## config.mk

```make
export PLATFORM = sky130hd
export DESIGN_NAME = amiga_daug_dramctl
export DESIGN_NICKNAME = d
export VERILOG_FILES = /design/src/rtl/amiga_daug_pkg.sv /design/src/rtl/amiga_daug_refresh_timer.sv /design/src/rtl/amiga_daug_dramctl.sv
export SDC_FILE = /design/constraint.sdc
export NUM_CORES = 1
export LEC_CHECK = 0
export BUFFER_PORTS_ARGS = -buffer_cell sky130_fd_sc_hd__buf_2
export CORE_MARGIN = 3
export CORE_UTILIZATION = 40
export CTS_CLUSTER_SIZE = 20
export DETAILED_ROUTE_END_ITERATION = 12
export PLACE_DENSITY = 0.68
export SLEW_MARGIN = 20
export SYNTH_ARGS = -nofsm -noshare
export SYNTH_HDL_FRONTEND = slang
export SYNTH_SLANG_ARGS = --single-unit
```

## constraint.sdc

```tcl
create_clock -name CLK -period 1.5 [get_ports CLK]
set_clock_uncertainty 0.1 [all_clocks]
set_input_delay 0 -clock CLK [delete_from_list [all_inputs] [get_ports CLK]]
set_output_delay 0 -clock CLK [all_outputs]
set_load 0.005 [all_outputs]
```

## src/rtl/amiga_daug_pkg.sv

```systemverilog
// Shared definitions for the Amiga daughterboard DRAM controller.
// Contents:
//   state_e    - controller state encoding
//   Cas*       - bit positions of each strobe within the 4-bit _CAS bus
//   cas_enable - active-high column-strobe mask for one CPU access
package amiga_daug_pkg;

    typedef enum logic [2:0] {
        StIdle,
        StRow,
        StCol,
        StHold,
        StPre,
        StRcas,
        StRras
    } state_e;

    localparam int unsigned CasB0Lo = 0;
    localparam int unsigned CasB1Lo = 1;
    localparam int unsigned CasB0Hi = 2;
    localparam int unsigned CasB1Hi = 3;

    // Returns which column strobes to assert (1 = assert) for the given bank
    // and active-low data strobes.
    function automatic logic [3:0] cas_enable(input logic bank,
                                              input logic uds_n,
                                              input logic lds_n);
        logic [3:0] en;
        en = 4'b0000;
        if (bank) begin
            en[CasB1Lo] = ~lds_n;
            en[CasB1Hi] = ~uds_n;
        end else begin
            en[CasB0Lo] = ~lds_n;
            en[CasB0Hi] = ~uds_n;
        end
        return en;
    endfunction

endpackage

```

## src/rtl/amiga_daug_refresh_timer.sv

```systemverilog
// Refresh request generator.
// A free-running divider counts 0..REFRESH_DIV-1; every wrap adds one to a
// 2-bit pending count (saturating at 3). ACK removes one pending request.
// Ports:
//   CLK  - clock
//   _RST - asynchronous active-low reset
//   ACK  - one-cycle pulse when a refresh has completed
//   PEND - number of outstanding refresh requests (0..3)
module amiga_daug_refresh_timer #(
    parameter int unsigned REFRESH_DIV = 108
) (
    input  logic       CLK,
    input  logic       _RST,
    input  logic       ACK,
    output logic [1:0] PEND
);

    localparam int unsigned DivW = (REFRESH_DIV > 1) ? $clog2(REFRESH_DIV) : 1;
    localparam logic [DivW-1:0] DivLast = DivW'(REFRESH_DIV - 1);

    logic [DivW-1:0] div_q, div_d;
    logic [1:0]      pend_q, pend_d;
    logic            wrap;

    always_ff @(posedge CLK or negedge _RST) begin
        if (!_RST) begin
            div_q  <= '0;
            pend_q <= 2'd0;
        end else begin
            div_q  <= div_d;
            pend_q <= pend_d;
        end
    end

    always_comb begin
        wrap  = (div_q == DivLast);
        div_d = wrap ? '0 : div_q + DivW'(1);
    end

    // A wrap and an acknowledge in the same cycle cancel out.
    always_comb begin
        pend_d = pend_q;
        unique case ({wrap, ACK})
            2'b10:   pend_d = (pend_q == 2'd3) ? pend_q : pend_q + 2'd1;
            2'b01:   pend_d = (pend_q == 2'd0) ? pend_q : pend_q - 2'd1;
            default: pend_d = pend_q;
        endcase
    end

    assign PEND = pend_q;

endmodule

```

## src/rtl/amiga_daug_dramctl.sv

```systemverilog
// DRAM controller for the Amiga daughterboard RAM (two banks, 68000 bus).
// Runs CPU read/write cycles (ROW -> COL -> HOLD -> PRE) and CAS-before-RAS
// refresh cycles (RCAS -> RRAS -> PRE); pending refreshes win arbitration.
// Ports:
//   CLK, _RST            - clock, asynchronous active-low reset
//   SEL, _AS, _UDS, _LDS - CPU decode and bus strobes
//   _PRW, A17            - read/write direction, bank select
//   _RAS, _CAS[3:0], _WE - DRAM strobes
//   MUX                  - row/column address mux select
//   _DTACK, _CDR, _CDW   - CPU acknowledge, read latch / write buffer enables
//   REF_ACT              - refresh cycle in progress
// All outputs decode from registered state, so reset drives them inactive at once.
module amiga_daug_dramctl #(
    parameter int unsigned REFRESH_DIV = 108,
    parameter int unsigned TRP         = 2,
    parameter int unsigned TRAS        = 3
) (
    input  logic       CLK,
    input  logic       _RST,
    input  logic       SEL,
    input  logic       _AS,
    input  logic       _UDS,
    input  logic       _LDS,
    input  logic       _PRW,
    input  logic       A17,
    output logic       _RAS,
    output logic [3:0] _CAS,
    output logic       _WE,
    output logic       MUX,
    output logic       _DTACK,
    output logic       _CDR,
    output logic       _CDW,
    output logic       REF_ACT
);

    import amiga_daug_pkg::*;

    localparam int unsigned CntMax = (TRP > TRAS) ? TRP : TRAS;
    localparam int unsigned CntW   = (CntMax > 1) ? $clog2(CntMax) : 1;

    state_e          state_q, state_d;
    logic [CntW-1:0] cnt_q, cnt_d;
    logic            we_q;
    logic            bank_q;
    logic [1:0]      pend;
    logic            ack;
    logic            cpu_req;

    assign cpu_req = SEL & ~_AS;

    amiga_daug_refresh_timer #(
        .REFRESH_DIV (REFRESH_DIV)
    ) u_refresh_timer (
        .CLK  (CLK),
        ._RST (_RST),
        .ACK  (ack),
        .PEND (pend)
    );

    // State register, plus direction and bank captured on entry to ROW.
    always_ff @(posedge CLK or negedge _RST) begin
        if (!_RST) begin
            state_q <= StIdle;
            cnt_q   <= '0;
            we_q    <= 1'b1;
            bank_q  <= 1'b0;
        end else begin
            state_q <= state_d;
            cnt_q   <= cnt_d;
            if (state_q == StIdle && state_d == StRow) begin
                we_q   <= _PRW;
                bank_q <= A17;
            end
        end
    end

    // Next-state logic.
    always_comb begin
        state_d = state_q;
        cnt_d   = cnt_q;
        ack     = 1'b0;
        unique case (state_q)
            StIdle: begin
                if (pend != 2'd0) begin
                    state_d = StRcas;
                end else if (cpu_req) begin
                    state_d = StRow;
                end
            end
            StRow: state_d = StCol;
            StCol: state_d = StHold;
            StHold: begin
                if (_AS) begin
                    state_d = StPre;
                    cnt_d   = CntW'(TRP - 1);
                end
            end
            StPre: begin
                if (cnt_q == '0) begin
                    state_d = StIdle;
                end else begin
                    cnt_d = cnt_q - CntW'(1);
                end
            end
            StRcas: begin
                state_d = StRras;
                cnt_d   = CntW'(TRAS - 1);
            end
            StRras: begin
                if (cnt_q == '0) begin
                    state_d = StPre;
                    cnt_d   = CntW'(TRP - 1);
                    ack     = 1'b1;
                end else begin
                    cnt_d = cnt_q - CntW'(1);
                end
            end
            default: state_d = StIdle;
        endcase
    end

    // Output decode. _CAS follows the live data strobes so a late write
    // strobe still reaches the DRAM while the cycle is in COL/HOLD.
    always_comb begin
        _RAS    = 1'b1;
        _CAS    = 4'hF;
        _WE     = 1'b1;
        MUX     = 1'b0;
        _DTACK  = 1'b1;
        _CDR    = 1'b1;
        _CDW    = 1'b1;
        REF_ACT = 1'b0;
        unique case (state_q)
            StRow: begin
                _RAS = 1'b0;
                _WE  = we_q;
                _CDW = we_q;
            end
            StCol, StHold: begin
                _RAS   = 1'b0;
                MUX    = 1'b1;
                _CAS   = ~cas_enable(bank_q, _UDS, _LDS);
                _WE    = we_q;
                _CDW   = we_q;
                _CDR   = ~we_q;
                _DTACK = (state_q == StHold) ? 1'b0 : 1'b1;
            end
            StRcas: begin
                _CAS    = 4'h0;
                REF_ACT = 1'b1;
            end
            StRras: begin
                _RAS    = 1'b0;
                _CAS    = 4'h0;
                REF_ACT = 1'b1;
            end
            default: begin
                _RAS = 1'b1;
            end
        endcase
    end

endmodule
```

# Yosys cells after proc, flatten, opt, wreduce, memory -nomap -nowiden
# Cells that the tools add are included.
# totals
ff_bits,16
latch_bits,0
ramBits,0
rom_bits,0
in_bits,8
output_inout_bits,11
wordCells,76
n_memories,0
# classes
n_addsub,4
n_mul,0
div_mod_pow,0
order_cmp,0
eq_ne,15
n_shift,0
n_mux,32
bitwise_logic,6
n_reduce_logical,13
# ops
operator,count
one-hot mux 3 bit (7 select lines),1
2-to-1 mux 1 bit,17
2-to-1 mux 3 bit,5
2-to-1 mux 2 bit,5
equality test 3 bit (second input constant),3
!= test 2 bit (second input constant),4
one-hot mux 2 bit (4 select lines),1
one-hot mux 4 bit (2 select lines),1
adder 7 x 1 -> 7 bit (second input constant),1
equality test 7 bit (second input constant),1
2-to-1 mux 7 bit,1
equality test 3 x 1 -> 1 bit (second input constant),2
equality test 3 x 2 -> 1 bit (second input constant),2
AND reduction 3 bit,2
equality test 2 bit (second input constant),2
logical NOT 2 bit,2
NOT 1 bit,4
NOT 4 bit,1
one-hot mux 2 bit (2 select lines),1
nonzero test 2 bit,2
nonzero test 4 bit,1
OR reduction 2 bit,2
OR reduction 4 bit,1
subtractor 2 x 1 -> 2 bit (second input constant),2
other kinds (6),6

# Logic depth before layout (Yosys ltp)
# Gate-level depths: netlist of the first run.
# logic_depth
ltp_word,7
ltp_mapped,6
depth_no_buf,6

# By module
# Synthesis of the first run repeated with hierarchy kept, for this count alone.
# unflattened
cells_unflattened,110
hier_area_um2,973.4
# modules_own_cells
module,n_inst,cells_each,area_each_um2,seq_area_each_um2
amiga_daug_dramctl,1,66,536.8,176.4
amiga_daug_refresh_timer,1,44,436.7,225.2

# Worst setup path after synthesis of the first run
# OpenSTA, ideal clock, no wires.
# synth_timing
path_kind,reg2reg
from,register cnt_q[0]
to,"register u_refresh_timer.pend_q[0], in the netlist u_refresh_timer.PEND[0]"
setup_time_ns,0.127
arrival_time_ns,1.232
t_required_ns,1.273
setup_slack_ns,0.041
path_stages_with_launch,7
n_path_buf,0
synth_period_minus_slack_ns,1.459
cell_sequence,dfrtp_1 -> inv_1 -> ha_1 -> nand4b_4 -> and3_4 -> a211oi_1 -> a21oi_1
# synth_via
elab_chain_len,6
word_cells_on_any_way,10
cone_classes,eq/ne: 4; mux: 3; reduce/logical: 3
# synth_rtl
element,line,text
"start, declared",amiga_daug_dramctl.sv:42,"logic [CntW-1:0] cnt_q, cnt_d;"
"start signal, assigned",amiga_daug_dramctl.sv:69,cnt_q <= cnt_d;
logical NOT 2 bit *,amiga_daug_dramctl.sv:110,if (cnt_q == '0) begin
2-to-1 mux 1 bit *,amiga_daug_dramctl.sv:110,
2-to-1 mux 1 bit *,amiga_daug_dramctl.sv:82,unique case (state_q)
equality test 2 x 1 -> 1 bit or equality test 2 bit (tied branches),amiga_daug_refresh_timer.sv:43,"unique case ({wrap, ACK})"
!= test 2 bit (no line) or nonzero test 2 bit (tied branches),n/a,
AND reduction 3 bit (no line),n/a,
"end signal, assigned",amiga_daug_refresh_timer.sv:31,pend_q <= pend_d;
"end, declared",amiga_daug_refresh_timer.sv:22,"logic [1:0] pend_q, pend_d;"
# Mark *: on every way between the ends. The rest lies on a longest branch, timed or not.
# A chain may end at the register's enable or synchronous reset.

# Worst setup path after layout of the first run
# layout_timing
from,register state_q[1]
to,output port _CAS[1]
# layout_via
elab_chain_len,3
word_cells_on_any_way,7
cone_classes,eq/ne: 4; mux: 1; reduce/logical: 2
# layout_rtl
element,line,text
"start, declared",amiga_daug_dramctl.sv:41,"state_e state_q, state_d;"
"start signal, assigned",amiga_daug_dramctl.sv:63,state_q <= StIdle;
"start signal, assigned",amiga_daug_dramctl.sv:68,state_q <= state_d;
equality test 3 bit or equality test 3 x 2 -> 1 bit (tied branches),amiga_daug_dramctl.sv:133,unique case (state_q)
OR reduction 2 bit (no line),n/a,
one-hot mux 4 bit (2 select lines) *,amiga_daug_dramctl.sv:133,
"end, declared",amiga_daug_dramctl.sv:27,"output logic [3:0] _CAS,"
# Marks and branches as above.

==> results of run 1 <==
sequential cells by signal, indices dropped and copies added (netlist names):
| signal | count |
|---|---|
| bank_q | 1 |
| u_refresh_timer.PEND | 2 |
| cnt_q | 2 |
| u_refresh_timer.div_q | 7 |
| we_q | 1 |
| state_q | 3 |
kinds of logic (layout without fill, tap and decap cells):
family,after synthesis,after routing,share of synthesized area
flops,16,16,0.416
fa+ha+maj,3,3,0.0389
xor+xnor,4,4,0.0363
mux,2,2,0.0233
simple gates,53,53,0.303
buf+inv,10,52,0.0492
compound gates,22,22,0.133
metrics by stage:
stage                     std cells  worst slack (ns)
after global placement          160          -0.00133
final                           180          0.000509
after global routing            180           -0.0778
after floorplan                 110            0.0409
after detailed placement        160           -0.0608
after CTS                       174          -0.00815
layout make-up:
class                   count  area share
inverters                   6      0.0182
well taps                  28      0.0254
repair buffers             42       0.218
flip-flops and latches     16       0.294
multi-input cells          84       0.418
clock buffers               4      0.0263
worst paths after layout:
path / startpoint / to / slack (ns) / depth (start not counted)
min in group CLK: SEL / state_q[0] / 0.07 / 5
setup reg to reg: state_q[1] / u_refresh_timer.PEND[0] / 0.03 / 6
max in group asynchronous: _RST / we_q / 0.99 / 2
hold / removal: _RST / u_refresh_timer.div_q[2] / 0.01 / 2
hold reg to reg: u_refresh_timer.div_q[0] / u_refresh_timer.div_q[0] / 0.36 / 1
setup / recovery: state_q[1] / _CAS[1] / 0.0005 / 5
layer usage:
| layer | wire length [um] | part of all wire |
|---|---|---|
| met1 | 926 | 0.41 |
| met2 | 1180 | 0.52 |
| met3 | 97 | 0.043 |
| met4 | 42 | 0.019 |
| met5 | 0 | 0 |
timing repair:
action | in CTS | in global routing
hold endpoints to repair | 21 | 0
setup buffers | 6 | 6
resized for setup | 7 | 20
hold buffers | 4 | 0
endpoints found under the setup margin | 10 | 9
pin swaps | 4 | 4
Yosys cell counts (2+ instances only):
| cell | n |
|---|---|
| nor2_1 | 16 |
| dfrtp_1 | 15 |
| a21oi_1 | 9 |
| nand2_1 | 8 |
| nand3_1 | 5 |
| nor2b_1 | 5 |
| o21ai_0 | 5 |
| inv_1 | 4 |
| nor3_1 | 4 |
| and3_1 | 3 |
| ha_1 | 3 |
| xnor2_1 | 3 |
| buf_2 | 2 |
| buf_4 | 2 |
| inv_2 | 2 |
| mux2_1 | 2 |
| nand2b_1 | 2 |
cells in the final DEF (no fill, tap or decap), types with 3 or more instances in the layout:
| cell | instances |
|---|---|
| inv_2 | 4 |
| nor2b_1 | 5 |
| buf_2 | 18 |
| nor2_2 | 3 |
| a21oi_2 | 3 |
| nor2_1 | 13 |
| buf_4 | 17 |
| a21oi_1 | 6 |
| dlygate4sd3_1 | 4 |
| nor3_1 | 3 |
| o21ai_0 | 3 |
| clkbuf_4 | 3 |
| xnor2_1 | 3 |
| dfrtp_1 | 12 |
| nand3_1 | 5 |
| dfrtp_2 | 3 |
| nand2_1 | 7 |
report_power, final:
group	internal (mW)	switching, mW
clock network	0.148	0.140
logic	0.773	0.671
registers	0.537	0.101
critical path: cells and delay by family (launching register included):
kind | cells | cell delay [ns]
AO/OA/AOI/OAI | 1 | 0.15
flip-flops | 1 | 0.46
AND/OR/NAND/NOR | 2 | 0.32
buffers and inverters | 2 | 0.18
==> results.py, run 1 <==
metrics = {
    "yosys": {
        "synth_edf_count": 0,
        "synthCells": 110,
        "synth_top_area_frac": 0.389,
        "async_flop_share": 1.00,
        "yosys-top-cells-area": "dfrtp_1 39%, nor2_1 6.2%, a21oi_1 4.7%, ha_1 3.9%, nor2b_1 3.2%",
        "synth_area_sq_um": 966,
        "synth_cell_types": 37,
        "ys_seq_elements": 16,
        "synth_area_leader_cell": "dfrtp_1",
        "ys_seq_area_frac": 0.416,
        "syn-num-nets": 121,
        "synth.avg_cell_area_sq_um": 8.78,
        "ys.flop_type": "dfrtp_1",
        "yosys_warnings": 0,
    },
    "floorplanning": {
        "fp.coreArea_sq_mm": 0.00225,
        "die_height_um": 55.1,
        "chipWidth_um": 55.1,
        "ioPinCount": 19,
        "start_util": 0.428,
        "std_cell_rows": 17,
        "die_area_sq_mm": 0.00304,
    },
    "timing": {
        "post-route-period-util": 1.00,
        "setup_tns_ns": 0,
        "hold_viol": 0,
        "min_period_ns": 1.50,
        "worst_pin_slew_ns": 0.346,
        "rsz0062_at_grt": "true",
        "final_max_slew_viol_count": 0,
        "holdWs_ns": 0.0137,
        "setup_violations": 0,
        "relSlewSlack": 0.769,
        "fmax_mhz": 667,
    },
    "job": {
        "max_cap_viol_count": 0,
    },
    "setup_path": {
        "end_kind": "output pin",
        "path_cells": "and2b_2 > o21ai_2 > inv_2 > nor2_2 > buf_2",
        "cp.arrival_ns": 1.40,
        "crit_slowest_cell": "dfrtp_2",
        "crit_type": "register to output pin",
        "worst_path_largest_cell_delay_ns": 0.46,
        "cp.required_ns": 1.40,
        "start_kind": "register",
        "crit_path_max_fanout": 5,
    },
    "drt": {
        "vias": 918,
        "wl_per_cell_um": 12.5,
        "drcViolationCount": 0,
        "first_pass_iters": 4,
        "wl_um": 2240,
        "viasPerCell": 5.10,
        "initialDrtViolationCount": 5,
        "detail-route-antenna-nets": 0,
    },
    "cells_and_area": {
        "drive_gt1_frac": 0.454,
        "final_cell_area_sq_mm": 0.00138,
        "fillers": 202,
        "final_util": 0.611,
        "antenna_cells": 0,
        "area.sequential_sq_um": 405,
        "fin_nets": 164,
        "syn_to_final_growth_pct": 42.6,
        "multi_input_comb_area_sq_um": 576,
    },
    "cts": {
        "htreeDepth": 1,
        "clock-root-buffer": "clkbuf_4",
        "clkTransAtPathRegs_ns": 0.10,
        "clock_path_buffers": 2,
        "clock_latency_ns": 0.30,
        "cts-buffers-inserted": 3,
        "cts.sinks": 16,
        "cts_tree": "done",
    },
    "global_route": {
        "met2_usage": 0.293,
        "met3_usage": 0.0322,
        "grt_max_degree": 17,
        "grt_pass1_wl_um": 3460,
        "grt_pass1_vias": 872,
        "antenna_found_initial": 0,
        "grt.total_usage": 0.161,
        "grt-busiest-layer": "met2",
        "overflow": 0,
        "grtUsageMet1": 0.173,
    },
    "place": {
        "portBuffers": 18,
        "dpl_cell_area_sq_mm": 0.00113,
        "place_hpwl_um": 1490,
        "finalWeightedCongestion": 0.823,
    },
    "power_and_ir_drop": {
        "ir_drop_mv": 0.868,
        "total_power_mw": 2.37,
        "power_density_mw_per_mm2": 1720,
        "leakage_nw": 0.641,
    },
    "hold_path": {
        "hold_path_class": "input port to asynchronous set/reset pin",
    },
    "outcome": {
        "status": "finished, final reports clean",
    },
}
Power figures use the tool's default switching activity.
==> run 2, diff against run 1 <==
--- a/config.mk
+++ b/config.mk
@@ -10,7 +10,6 @@
 export CORE_UTILIZATION = 40
 export CTS_CLUSTER_SIZE = 20
 export DETAILED_ROUTE_END_ITERATION = 12
-export PLACE_DENSITY = 0.68
 export SLEW_MARGIN = 20
 export SYNTH_ARGS = -nofsm -noshare
 export SYNTH_HDL_FRONTEND = slang
==> run 2 against run 1 <==
Against the previous run: flip-flop and latch count unchanged; global-route usage rose by 0.59 points; sequential power shrank 1%; largest cell class unchanged; combinational power decreased by 3%; die area stayed put.
==> results.py, run 2 (synthesis results as in run 1) <==
metrics = {
    "drt": {
        "drcViolationCount": 0,
        "initialDrtViolationCount": 6,
        "viasPerCell": 5.03,
        "first_pass_iters": 4,
        "vias": 890,
        "wl_per_cell_um": 12.4,
        "detail-route-antenna-nets": 0,
        "wl_um": 2200,
    },
    "floorplanning": {
        "std_cell_rows": 17,
        "die_height_um": 55.1,
        "ioPinCount": 19,
        "die_area_sq_mm": 0.00304,
        "fp.coreArea_sq_mm": 0.00225,
        "start_util": 0.428,
        "chipWidth_um": 55.1,
    },
    "setup_path": {
        "reg2reg_to": "u_refresh_timer.PEND[0]",
        "endpoint": "_CDW",
        "crit_buf_inv": 2,
        "crit_type": "register to output pin",
        "crit_slowest_cell": "dfrtp_2",
        "rrSetupSlack_ns": 0.07,
        "worst_path_largest_cell_delay_ns": 0.45,
        "crit_cells": 3,
        "cp-startpoint": "state_q[2]",
        "r2r-start": "u_refresh_timer.div_q[0]",
        "end_kind": "output pin",
        "ff2ff_path_depth": 5,
        "cp.required_ns": 1.40,
        "path_cells": "buf_6 > or3_4 > buf_6",
        "critPathTopFamily": "flip-flops",
        "start_kind": "register",
        "cp.arrival_ns": 1.37,
        "cp_common_cell": "buf_6",
        "crit_path_max_fanout": 5,
    },
    "timing": {
        "fmax_mhz": 680,
        "final_max_slew_viol_count": 0,
        "post-route-period-util": 0.981,
        "worst_pin_slew_ns": 0.352,
        "setup_violations": 0,
        "min_period_ns": 1.47,
        "relSlewSlack": 0.765,
        "holdWs_ns": 0.0426,
        "hold_viol": 0,
        "rsz0062_at_grt": "true",
    },
    "cells_and_area": {
        "top_register": "u_refresh_timer.div_q",
        "drive_gt1_frac": 0.443,
        "syn_to_final_growth_pct": 40.0,
        "fin_nets": 161,
        "final_util": 0.600,
        "largest_reg_flops": 7,
        "fillers": 203,
        "layout_common_cells": "16 x buf_2, 16 x buf_4, 15 x nor2_1, 12 x dfrtp_1",
        "antenna_cells": 0,
        "reg_top3": "u_refresh_timer.div_q x7, state_q x3",
    },
    "place": {
        "finalWeightedCongestion": 0.875,
        "portBuffers": 18,
        "place_hpwl_um": 1540,
    },
    "cts": {
        "clkTransAtPathRegs_ns": 0.09,
        "clock_latency_ns": 0.29,
        "clock_path_buffers": 2,
        "cts.sinks": 16,
        "cts-buffers-inserted": 3,
        "cts_tree": "done",
        "htreeDepth": 1,
        "clock-root-buffer": "clkbuf_4",
    },
    "power_and_ir_drop": {
        "power_density_mw_per_mm2": 1710,
        "ir_drop_mv": 1.11,
        "leakage_nw": 0.633,
    },
    "hold_path": {
        "hold_path_class": "input port to asynchronous set/reset pin",
    },
    "global_route": {
        "grt_pass1_vias": 828,
        "grt.total_usage": 0.167,
        "overflow": 0,
        "grt_max_degree": 17,
        "antenna_found_initial": 0,
        "grt_pass1_wl_um": 3570,
    },
    "outcome": {
        "status": "finished, final reports clean",
    },
    "job": {
        "max_cap_viol_count": 0,
    },
}
==> run 2: changes by cell type in the layout (fill, tap and decap cells not counted), moves of 2 or more <==
cell	previous run	this run
o21ai_0	3	5
buf_2	18	16
nor2_1	13	15
o21ai_1	2	0
==> run 2: what timing repair did <==
action / CTS / global route
hold endpoints to repair: 21 / 0
setup endpoints to repair: 10 / 12
pin swaps: 1 / 6
hold buffers: 4 / 0
resized for setup: 6 / 18
setup buffers: 9 / 1
==> run 2: cell type report <==
| class | instances | area [sq um] | area share |
|---|---|---|---|
| multi-input cells | 84 | 579 | 0.428 |
| flip-flops and latches | 16 | 405 | 0.300 |
| repair buffers | 39 | 274 | 0.203 |
| clock buffers | 4 | 36.3 | 0.0268 |
| well taps | 28 | 35.0 | 0.0259 |
| inverters | 6 | 22.5 | 0.0167 |
==> run 2: worst reg2reg max path: cells and delay by family (launching register included) <==
family / cells / cell delay (ns)
flops: 1 / 0.40
simple gates: 2 / 0.34
compound gates: 2 / 0.30
fa+ha+maj: 1 / 0.22
==> run 2: where the power goes <==
part / leakage (nW) / internal [mW] / total [mW] / switching, mW
Sequential: 0.191 / 0.536 / 0.631 / 0.0949
Clock: 0.0210 / 0.148 / 0.281 / 0.133
Combinational: 0.421 / 0.745 / 1.40 / 0.654
==> run 2: per-layer routing <==
metal / vias to the layer above / global-route usage / wire [um]
li1: 454 / - / -
met5: - / 0 / 0
met3: 2 / 0.0563 / 96
met4: 0 / 0.0364 / 14
met1: 416 / 0.213 / 1040
met2: 18 / 0.272 / 1050
==> run 2: how the worst min path moves through the flow <==
stage / cells past startpoint / startpoint / endpoint
after global routing: 2 / _RST / u_refresh_timer.div_q[6]
after CTS: 5 / SEL / state_q[0]
after global placement: 1 / _RST / u_refresh_timer.div_q[6]
after detailed placement: 1 / _RST / u_refresh_timer.div_q[6]
after floorplan: 0 / _RST / bank_q
final: 2 / _RST / u_refresh_timer.div_q[2]
==> run 2: stage by stage <==
| step | setup slack (ns) | setup TNS [ns] | cell area [sq um] | instances | power [mW] |
|---|---|---|---|---|---|
| 6_report | 0.0285 | 0 | 1350 | 177 | 2.31 |
| 5_1_grt | -0.0300 | -0.136 | 1350 | 177 | 2.49 |
| 4_1_cts | 0.00494 | 0 | 1280 | 177 | 2.15 |
| 3_5_place_dp | -0.00410 | -0.00410 | 1130 | 160 | 1.65 |
| 3_3_place_gp | 0.0499 | 0 | 1130 | 160 | 1.61 |
| 2_1_floorplan | 0.0409 | 0 | 966 | 110 | 1.27 |
==> run 3, diff against run 2 <==
--- a/config.mk
+++ b/config.mk
@@ -5,6 +5,7 @@
 export SDC_FILE = /design/constraint.sdc
 export NUM_CORES = 1
 export LEC_CHECK = 0
+export ABC_AREA = 1
 export BUFFER_PORTS_ARGS = -buffer_cell sky130_fd_sc_hd__buf_2
 export CORE_MARGIN = 3
 export CORE_UTILIZATION = 40
==> run 3 against run 2 <==
Against the previous run: sequential share of layout area rose by 1.9 points; highest routed layer unchanged; register-to-register slack got worse by 0.04 ns; design area fell by 6.1%; global-route usage fell by 2.6 points; sequential power rose by 7.1%; clock power barely moved; first-iteration DRC count rose by 130%; die area rose by 2.9%.
==> results.py, run 3 <==
metrics = {
    "outcome": {
        "status": "finished, final reports clean",
    },
    "timing": {
        "setup_tns_ns": 0,
        "worst_pin_slew_ns": 0.353,
        "holdWs_ns": 0.0368,
        "fmax_mhz": 682,
        "min_period_ns": 1.47,
        "hold_viol": 0,
        "setup_violations": 0,
        "rsz0062_at_grt": "true",
        "final_max_slew_viol_count": 0,
        "relSlewSlack": 0.765,
        "post-route-period-util": 0.978,
    },
    "cells_and_area": {
        "fin_nets": 173,
        "top_register": "u_refresh_timer.div_q",
        "drive_gt1_frac": 0.298,
        "final_cell_area_sq_mm": 0.00127,
        "largest_reg_flops": 7,
        "reg_top3": "u_refresh_timer.div_q x7, state_q x3",
        "antenna_cells": 0,
        "syn_to_final_growth_pct": 27.4,
        "mostFrequentLayoutCell": "nand2_1",
        "fin_cells": 189,
        "fillers": 218,
        "layout_common_cells": "31 x nand2_1, 19 x inv_1, 18 x buf_2, 12 x dfrtp_1, 11 x nand3_1",
    },
    "place": {
        "finalWeightedCongestion": 0.774,
        "portBuffers": 18,
        "place_hpwl_um": 1600,
        "dpl_cell_area_sq_mm": 0.00111,
        "dp_cells": 178,
    },
    "yosys": {
        "synth_area_sq_um": 997,
        "synth_cell_types": 26,
        "synth_xor_area_frac": 0.00878,
        "synth_compound_area_frac": 0.104,
        "syn-num-nets": 144,
        "synth_top_area_frac": 0.376,
        "synthMuxAreaShare": 0,
        "async_flop_share": 1.00,
        "yosys.area_share.adder": 0.0376,
        "synthCells": 133,
        "ys.flop_type": "dfrtp_1",
        "ys_seq_area_frac": 0.403,
        "ys_seq_elements": 16,
        "yosysMostFrequentCell": "nand2_1",
        "synth_edf_count": 0,
        "synth_top_family_by_area": "simple AND/OR/NAND/NOR gates",
        "yosys.area_share.simple": 0.345,
        "yosys_warnings": 0,
        "synth_area_leader_cell": "dfrtp_1",
        "yosys-top-cells-area": "dfrtp_1 38%, nand2_1 12%, inv_1 7.2%, nand3_1 6.5%, o21ai_0 4.5%",
        "synth.top_cells.by_count": "32 x nand2_1, 19 x inv_1, 15 x dfrtp_1, 13 x nand3_1, 11 x nor2_1",
        "synth.avg_cell_area_sq_um": 7.50,
    },
    "cts": {
        "clock_latency_ns": 0.29,
        "clock_path_buffers": 2,
        "htreeDepth": 1,
        "cts-buffers-inserted": 3,
        "clkTransAtPathRegs_ns": 0.09,
        "cts.sinks": 16,
        "cts_tree": "done",
        "clock-root-buffer": "clkbuf_4",
    },
    "floorplanning": {
        "die_area_sq_mm": 0.00313,
        "chipWidth_um": 55.9,
        "std_cell_rows": 17,
        "fp.coreArea_sq_mm": 0.00230,
        "ioPinCount": 19,
        "die_height_um": 55.9,
        "start_util": 0.434,
    },
    "global_route": {
        "grt_pass1_vias": 807,
        "overflow": 0,
        "grt_max_degree": 17,
        "grt_pass1_wl_um": 3510,
        "antenna_found_initial": 0,
        "grt.total_usage": 0.141,
    },
    "setup_path": {
        "crit_buf_inv": 3,
        "end_kind": "output pin",
        "worst_path_largest_cell_delay_ns": 0.46,
        "cp.arrival_ns": 1.37,
        "crit_path_max_fanout": 6,
        "cp.required_ns": 1.40,
        "crit_slowest_cell": "dfrtp_2",
        "crit_type": "register to output pin",
        "rrSetupSlack_ns": 0.03,
        "path_cells": "buf_12 > nor2_4 > inv_1 > nand3b_1 > buf_2",
        "critPathTopFamily": "flip-flops",
        "start_kind": "register",
    },
    "drt": {
        "vias": 912,
        "wl_um": 2050,
        "detail-route-antenna-nets": 0,
        "first_pass_iters": 4,
        "initialDrtViolationCount": 14,
        "wl_per_cell_um": 10.9,
        "viasPerCell": 4.83,
        "drcViolationCount": 0,
    },
    "power_and_ir_drop": {
        "ir_drop_mv": 1.04,
        "leakage_nw": 0.621,
        "power_density_mw_per_mm2": 1570,
    },
    "hold_path": {
        "hold_path_class": "input port to asynchronous set/reset pin",
    },
    "job": {
        "max_cap_viol_count": 0,
    },
}
## run 3: changes by cell type after synthesis, sizes merged, moves of 3 or more
cell,change
nor2b,-5
inv,+16
xnor2,-3
nor3,-3
nand3,+10
nand4,+4
and3,-4
a21oi,-5
o21ai,+3
nand2,+25
## run 3: routing by layer
| metal | track usage | wire length, um | vias up |
|---|---|---|---|
| li1 | - | - | 488 |
| met1 | 0.197 | 1040 | 413 |
| met2 | 0.206 | 934 | 8 |
| met3 | 0.0487 | 67 | 3 |
| met4 | 0.0407 | 16 | 0 |
| met5 | 0 | 0 | - |
## run 3: where the power goes
| group | leakage, nW | internal (mW) | switching (mW) |
|---|---|---|---|
| Combinational | 0.409 | 0.468 | 0.564 |
| Clock | 0.0210 | 0.148 | 0.134 |
| Sequential | 0.191 | 0.538 | 0.138 |
## run 3: area by class of cell
cell class | instances | area, sq um | area share
multi-input cells | 93 | 536 | 0.422
repair buffers | 26 | 175 | 0.138
inverters | 22 | 82.6 | 0.0650
well taps | 28 | 35.0 | 0.0276
flip-flops and latches | 16 | 405 | 0.319
clock buffers | 4 | 36.3 | 0.0286
## run 3: path summary, 6_finish.rpt
check	end	cells after the start	from
min reg2reg	u_refresh_timer.div_q[0]	1	u_refresh_timer.div_q[0]
min in group CLK	_CAS[2]	4	_UDS
max in group asynchronous	we_q	2	_RST
max reg2reg	bank_q	7	state_q[1]
min	state_q[1]	2	_RST
max	_CDW	5	state_q[1]
## run 3: repair_timing
action,4_1_cts,5_1_grt
endpoints found under the hold margin,21,0
setup endpoints to repair,4,11
hold buffers,5,0
gates resized for setup,2,10
pin swaps,0,1
setup buffers,0,2
## run 3: through the flow
stage | worst slack, ns | utilization | power (mW)
after global routing | -0.0607 | 0.553 | 2.16
final | 0.0328 | 0.553 | 1.99
after floorplan | 0.224 | - | 1.27
after global placement | 0.0751 | 0.484 | 1.55
after detailed placement | 0.0585 | 0.484 | 1.55
after CTS | 0.00602 | 0.525 | 1.88
## run 3: logic make-up after synthesis
logic type	count (synthesis)
simple gates	71
xor+xnor	1
flops	16
fa+ha+maj	3
compound gates	18
buf+inv	24
## run 3: worst reg2reg max path, cell delays in order (launching register included)
cell and delay [ns]:
dfrtp_2 0.46, buf_12 0.14, nor2_4 0.17, nand2_1 0.09
a21oi_2 0.20, nand3_2 0.10, nand2_1 0.06, nand2_1 0.05
